$ cat src/rtl/mem_cmd_issuer.sv
// Command FIFO in front of a memory_core: queues write/read commands, issues the
// head entry on enabled cycles and returns read data one enabled cycle later.
module mem_cmd_issuer #(
  parameter int DEPTH = 4,
  parameter int CNT_W = 16
) (
  input  logic                       clk,
  input  logic                       rst_n,
  input  logic                       clk_en,
  input  logic                       flush,
  input  logic                       cmd_valid,
  input  logic [33:0]                cmd,
  output logic                       cmd_ready,
  output logic                       wen_out,
  output logic                       ren_out,
  output logic [15:0]                addr_out,
  output logic [15:0]                wdata_out,
  input  logic [15:0]                core_rdata,
  output logic                       rsp_valid,
  output logic [15:0]                rsp_data,
  output logic [$clog2(DEPTH):0]     occupancy,
  output logic [CNT_W-1:0]           issued_cnt,
  output logic                       err_both
);

  localparam int AW = $clog2(DEPTH);
  localparam int OW = AW + 1;

  typedef struct packed {
    logic        wen;
    logic        ren;
    logic [15:0] data;
    logic [15:0] addr;
  } entry_t;

  entry_t fifo_mem [DEPTH];

  logic [AW-1:0]    wr_ptr_q, wr_ptr_d;
  logic [AW-1:0]    rd_ptr_q, rd_ptr_d;
  logic [OW-1:0]    count_q, count_d;
  logic             pending_q, pending_d;
  logic [CNT_W-1:0] issued_cnt_q, issued_cnt_d;
  logic             err_both_q, err_both_d;
  logic [15:0]      addr_q, addr_d;
  logic [15:0]      wdata_q, wdata_d;

  logic   full;
  logic   accept;
  logic   push;
  logic   pop;
  entry_t push_entry;
  entry_t head;

  // Gating with rst_n keeps cmd_ready low while reset is held.
  assign full      = (count_q == OW'(DEPTH));
  assign cmd_ready = rst_n & ~full & ~flush;
  assign accept    = cmd_valid & cmd_ready;
  assign push      = accept & (cmd[33] | cmd[32]);
  assign pop       = clk_en & ~flush & (count_q != '0);
  assign head      = fifo_mem[rd_ptr_q];

  always_comb begin
    push_entry.wen  = cmd[33];
    push_entry.ren  = cmd[32] & ~cmd[33];
    push_entry.data = cmd[31:16];
    push_entry.addr = cmd[15:0];
  end

  always_comb begin
    wr_ptr_d     = wr_ptr_q;
    rd_ptr_d     = rd_ptr_q;
    count_d      = count_q;
    pending_d    = pending_q;
    issued_cnt_d = issued_cnt_q;
    err_both_d   = err_both_q;
    addr_d       = addr_q;
    wdata_d      = wdata_q;

    if (push) begin
      wr_ptr_d = wr_ptr_q + AW'(1);
    end
    if (pop) begin
      rd_ptr_d     = rd_ptr_q + AW'(1);
      issued_cnt_d = issued_cnt_q + CNT_W'(1);
      addr_d       = head.addr;
      wdata_d      = head.data;
    end

    unique case ({push, pop})
      2'b10:   count_d = count_q + OW'(1);
      2'b01:   count_d = count_q - OW'(1);
      default: count_d = count_q;
    endcase

    // The pending flag only advances on enabled cycles so disabled gaps stretch latency.
    if (flush) begin
      pending_d = 1'b0;
      wr_ptr_d  = '0;
      rd_ptr_d  = '0;
      count_d   = '0;
    end else if (clk_en) begin
      pending_d = pop & head.ren;
    end

    if (accept && cmd[33] && cmd[32]) begin
      err_both_d = 1'b1;
    end
  end

  always_ff @(posedge clk or negedge rst_n) begin
    if (!rst_n) begin
      wr_ptr_q     <= '0;
      rd_ptr_q     <= '0;
      count_q      <= '0;
      pending_q    <= 1'b0;
      issued_cnt_q <= '0;
      err_both_q   <= 1'b0;
      addr_q       <= '0;
      wdata_q      <= '0;
    end else begin
      wr_ptr_q     <= wr_ptr_d;
      rd_ptr_q     <= rd_ptr_d;
      count_q      <= count_d;
      pending_q    <= pending_d;
      issued_cnt_q <= issued_cnt_d;
      err_both_q   <= err_both_d;
      addr_q       <= addr_d;
      wdata_q      <= wdata_d;
    end
  end

  // Storage carries no reset; validity is tracked entirely by the pointers.
  always_ff @(posedge clk) begin
    if (push) begin
      fifo_mem[wr_ptr_q] <= push_entry;
    end
  end

  assign wen_out    = pop & head.wen;
  assign ren_out    = pop & head.ren;
  assign addr_out   = pop ? head.addr : addr_q;
  assign wdata_out  = pop ? head.data : wdata_q;
  assign rsp_valid  = pending_q & clk_en;
  assign rsp_data   = core_rdata;
  assign occupancy  = count_q;
  assign issued_cnt = issued_cnt_q;
  assign err_both   = err_both_q;

endmodule

$ cat config.mk
export PLATFORM = sky130hd
export DESIGN_NAME = mem_cmd_issuer
export DESIGN_NICKNAME = d
export VERILOG_FILES = /design/src/rtl/mem_cmd_issuer.sv
export SDC_FILE = /design/constraint.sdc
export NUM_CORES = 1
export LEC_CHECK = 0
export BUFFER_PORTS_ARGS = -buffer_cell sky130_fd_sc_hd__buf_4
export CAP_MARGIN = 0
export CORE_MARGIN = 10
export CORE_UTILIZATION = 55
export DETAILED_ROUTE_END_ITERATION = 6
export PLACE_DENSITY = 0.78
export RECOVER_POWER = 100
export SYNTH_ARGS = -nofsm -noshare
export SYNTH_HDL_FRONTEND = slang
export SYNTH_SLANG_ARGS = --single-unit
$ cat constraint.sdc
create_clock -name clk -period 2.6 [get_ports clk]
set_input_delay 0.39 -clock clk [delete_from_list [all_inputs] [get_ports clk]]
set_output_delay 0.39 -clock clk [all_outputs]
set_load 0.02 [all_outputs]
==> Yosys cells after proc, flatten, opt, wreduce, memory -nomap -nowiden <==
Memory sizes are Yosys's and may differ from the RTL's.
Cells that the tools add are included.
{ "word_totals": {"word_cells": 50, "in_bits": 55, "output_inout_bits": 72, "ramBits": 136, "reg_bits": 57, "mem_count": 1} }
{ "op_classes": {"mux": 12, "reduce_logical": 7, "addsub": 5, "eq_ne": 3, "bitwise_logic": 14} }
{ "memory_table": {"columns": ["memory", "words", "word_bits", "read_ports", "rd_clocked_by_memory_dff", "write_ports", "line", "source"], "rows": [
  ["fifo_mem", 4, 34, 1, 0, 1, "36", "entry_t fifo_mem [DEPTH];"]
]} }
{ "op_table": {"columns": ["cell", "count"], "rows": [
  ["2-to-1 mux 16 bit", 2],
  ["adder 16 x 1 -> 16 bit, second input constant", 1],
  ["AND 1 bit", 10],
  ["2-to-1 mux 2 bit", 4],
  ["case mux 3 bit (2 select lines)", 1],
  ["nonzero test 2 bit", 3],
  ["nonzero test 3 bit", 2],
  ["adder 2 x 1 -> 2 bit, second input constant", 2],
  ["2-to-1 mux 1 bit", 4],
  ["adder 3 x 1 -> 3 bit, second input constant", 1],
  ["equality test 3 bit, second input constant", 1],
  ["2-to-1 mux 3 bit", 1],
  ["inverter 1 bit", 3],
  ["subtractor 3 x 1 -> 3 bit, second input constant", 1],
  ["equality test 2 x 1 -> 1 bit, second input constant", 1],
  ["equality test 2 bit, second input constant", 1],
  ["logical AND 1 bit", 2],
  ["OR 1 bit", 1]
]} }

==> Depth between registers and ports, before layout <==
{ "depth": {"word_depth": 9, "mapped_depth": 10} }

==> Worst setup path after synthesis <==
OpenSTA, ideal clock, no wires.
{ "synth_timing": {"path_kind": "register to register", "start": "register count_q[0], in the netlist occupancy[0]", "end": "memory fifo_mem[1][0] (netlist bit) (enable)", "arrival_ps": 2157, "path_stages_with_launch": 4, "t_required_ps": 2206, "setup_ps": 394, "synth_period_minus_slack_ps": 2551, "slack_ps": 49, "cell_sequence": "dfrtp_1 nor2_1 a211oi_1 and2_1"} }
{ "synth_between": {"elab_chain_len": 8} }
{ "synth_lines": {"columns": ["element", "line", "source"], "rows": [
  ["from (decl)", "40", "logic [OW-1:0] count_q, count_d;"],
  ["from (signal assigned)", "123", "count_q <= count_d;"],
  ["equality test 3 bit", "55", "assign full = (count_q == OW'(DEPTH));"],
  ["inverter 1 bit", "56", "assign cmd_ready = rst_n & ~full & ~flush;"],
  ["AND 1 bit (2 in series)", "56", null],
  ["AND 1 bit", "57", "assign accept = cmd_valid & cmd_ready;"],
  ["AND 1 bit", "58", "assign push = accept & (cmd[33] | cmd[32]);"],
  ["2-to-1 mux 1 bit", "134", "if (push) begin"],
  ["2-to-1 mux 1 bit (implied by the code)", "135", "fifo_mem[wr_ptr_q] <= push_entry;"],
  ["to (decl)", "36", null]
]} }
Every way passes these cells.

==> Worst setup path after layout <==
{ "layout_timing": {"start": "register count_q[2], in the netlist occupancy[2]", "end": "register count_q[2], in the netlist occupancy[2]"} }
{ "layout_between": {"elab_chain_len": 9, "word_cells_on_any_way": 15, "cone_classes": "2 x add/sub; 3 x eq/ne; 2 x mux; 6 x bitwise; 2 x reduce/logical"} }
{ "layout_lines": {"columns": ["element", "line", "source"], "rows": [
  ["equality test 3 bit", "55", null],
  ["inverter 1 bit", "56", null],
  ["AND 1 bit (2 in series)", "56", null],
  ["AND 1 bit", "57", null],
  ["AND 1 bit", "58", null],
  ["equality test 2 x 1 -> 1 bit / equality test 2 bit (equally long branches)", "89", "unique case ({push, pop})"],
  ["case mux 3 bit (2 select lines)", "89", null],
  ["2-to-1 mux 3 bit", "96", "if (flush) begin"]
]} }
Parallel ways exist; a longest one is shown, timed or not.
A chain may end at the register's enable or synchronous reset.

==> metrics.yaml <==
global_routing:
  grt_use_total: 0.161
  first_global_vias: 4122
  overflow: 0
  grt_pass1_wl_microns: 22800
  grt_max_degree: 52
  antenna_found_initial: 1
clock_tree:
  ctsLongestPathBuffers: 2
  clk_pin_slew_ps: 70
  htree_levels: 4
  clock-sinks: 193
  root_buffer: "clkbuf_16"
  cts_tree: "yes"
  cts_inserted_buffers: 17
  clk-insertion-delay-late_ps: 430
detailed_routing:
  drt-pass1-iter-count: 4
  wl_microns: 14600
  vias: 3833
  vias_per_cell: 5.64
  wl_per_cell_microns: 21.5
  remaining_drc_errors: 0
  ant_nets: 0
  drtIter0Drc: 262
cells_and_area:
  nNetsFinal: 551
  drive_above_1_share: 0.336
  nFillCells: 940
  final_cells: 680
  fin_util: 0.668
  syn_to_final_growth_pct: 18.0
floorplanning:
  die_area_sq_um: 18900
  core_sq_um: 13400
  rows: 42
  io_pins: 127
  die_h_microns: 137
  fp.dieW_microns: 137
  start_util: 0.567
pwr:
  internal_power_uw: 6010
  seqPwrFrac: 0.460
  p_comb_frac: 0.197
  p_switching_uw: 2070
  leakagePower_uw: 0.00325
  p_sw_frac: 0.256
  pwr-share-clk: 0.344
  p_per_area_nw_per_um2: 901
  ir_worst_vdd_v: 0.000921
synth:
  yosysSeqAreaShare: 0.726
  ys_async_sr_fraction: 0.295
  ys_ff_latch: 193
  syn_nets: 448
  yosysUniqueCellTypes: 43
  synth_edf_count: 136
  syn_area_sq_um: 7590
  synth-main-ff-cell: "edfxtp_1"
  synth-warning-count: 0
  synthCells: 387
  syn_area_per_cell_sq_um: 19.6
worst_setup_path:
  worstPathCellList: "or3_4 -> and3_4 -> buf_4 -> o31a_1 -> fa_1 -> a2111oi_0 -> a31oi_1 -> o21ai_0"
  path_class: "flop to flop"
  endpoint_kind: "flop"
  cp_max_fo: 10
  cpMaxStageDelayCell: "dfrtp_2"
  worst_path_largest_cell_delay_ps: 460
  worstPathRequired_ps: 2920
  worst_ep_arrival_time_ps: 2880
  critPathLaunchType: "flop"
sta:
  drv_slew: 0
  maxSlewHeadroom: 0.0991
  fin_skew_ps: 12.9
  max_freq_mhz: 389
  period_share: 0.988
  finalHoldViolCount: 0
  rsz0062_at_grt: "no"
  setup_tns_ps: 0
  setup_viol: 0
  final.min_clock_period_ps: 2570
  tightest_slew_ps: 1350
placement:
  gp_congestion: 0.806
  dp_cells: 642
  portBuffers: 94
  hpwlAfterDp_microns: 9580
job:
  drv_cap: 0
outcome:
  status: "complete, no violations"
worst_hold_path:
  hp-class: "input port to flop"
## synth_stat cells, drive strengths merged (5+ instances only)
cell	instances	area, sq um
and2	7	43.8
buf	26	188
dfrtp	57	1430
edfxtp	136	4080
ha	5	62.6
inv	5	18.8
mux2	33	432
mux4	34	766
nand2	8	30.0
nand3	6	30.0
nand4	6	37.5
nor2	7	26.3
xnor2	11	96.3
xor2	7	61.3
## metrics by stage
stage | power [uW] | hold WS [ps] | cell area [sq um] | worst slack [ps]
floorplan | 4750 | 94.4 | 7590 | 48.8
global placement | 5370 | 244 | 8460 | 277
detailed placement | 5420 | 241 | 8460 | 195
CTS | 8210 | 143 | 9140 | 1.75
global route | 8420 | 207 | 8950 | 0.883
finish | 8070 | 228 | 8960 | 32.1
## layout by cell type, fill, tap and decap left out, drive strengths merged, types with 3 or more instances in the layout
cell type and n:
buf 59, and2 7, ha 5, xor2 7, o21ai 3, mux4 34, mux2 33, a21oi 3
clkbuf 73, clkinv 3, mux2i 3, edfxtp 136, nor2 7, nand4 6, nand2 8, xnor2 11
inv 10, nand3 6, dfrtp 57, nor4 3, bufinv 4, nor3 3
## routing by layer
layer / share of wire / track usage / up-vias
li1: - / - / 1706
met3: 0.10 / 0.0692 / 12
met1: 0.40 / 0.201 / 1954
met5: 0 / 0 / -
met2: 0.49 / 0.255 / 161
met4: 0.011 / 0.0422 / 0
## worst max-delay path: cells and delay by family, from the launching register on
kind,cells,cell delay (ps)
and+or+nand+nor,2,610
buffers and inverters,1,190
adders and majority gates,1,430
DFF,1,460
AOI/OAI and AO/OA,4,780
## area by class of cell
class / instances / area [sq um] / share of cell area
flip-flops and latches: 193 / 5520 / 0.616
multi-input cells: 159 / 1870 / 0.208
repair buffers: 114 / 693 / 0.0774
clock buffers: 19 / 443 / 0.0494
well taps: 176 / 220 / 0.0246
clock inverters: 13 / 198 / 0.0221
inverters: 5 / 18.8 / 0.00210
diodes: 1 / 2.50 / 0.000279
## state kept, by name, summed over array words and instances (netlist names)
| name | cells |
|---|---|
| wdata_q | 16 |
| fifo_mem | 136 |
| wr_ptr_q | 2 |
| err_both | 1 |
| issued_cnt | 16 |
| occupancy | 3 |
| pending_q | 1 |
| addr_q | 16 |
| rd_ptr_q | 2 |
## power groups by stage
stage                     combinational (uW)  sequential (uW)  clock [uW]
final                                   1590             3710        2770
after global routing                    1710             3740        2970
after CTS                               1660             3710        2840
after detailed placement                1640             3780           0
after global placement                  1600             3770           0
after floorplan                          985             3770           0
## worst paths after layout
kind	slack, ps	start	depth (start not counted)	to
min in group asynchronous	350	rst_n	2	wdata_q[8]
hold / removal	230	cmd_valid	2	err_both
setup reg to reg	30	occupancy[2]	8	occupancy[2]
setup / recovery	30	occupancy[2]	8	occupancy[2]
hold reg to reg	470	pending_q	1	pending_q
max in group asynchronous	610	rst_n	3	rd_ptr_q[0]
## timing repair
| item | in CTS | in global routing |
|---|---|---|
| cloned | 0 | 0 |
| endpoints found under the hold margin | 6 | 0 |
| setup endpoints to repair | 28 | 24 |
| hold buffers | 1 | 0 |
| buffers inserted | 3 | 1 |
| resized for setup | 4 | 2 |
| pin swaps | 0 | 0 |
## cells by family after synthesis
kind of cell    synth area share
compound gates            0.0173
xor+xnor                  0.0208
simple gates              0.0344
flops                      0.726
mux                        0.162
fa+ha+maj                 0.0109
buf+inv                   0.0292
No activity file was read; power rests on OpenSTA's default activity.
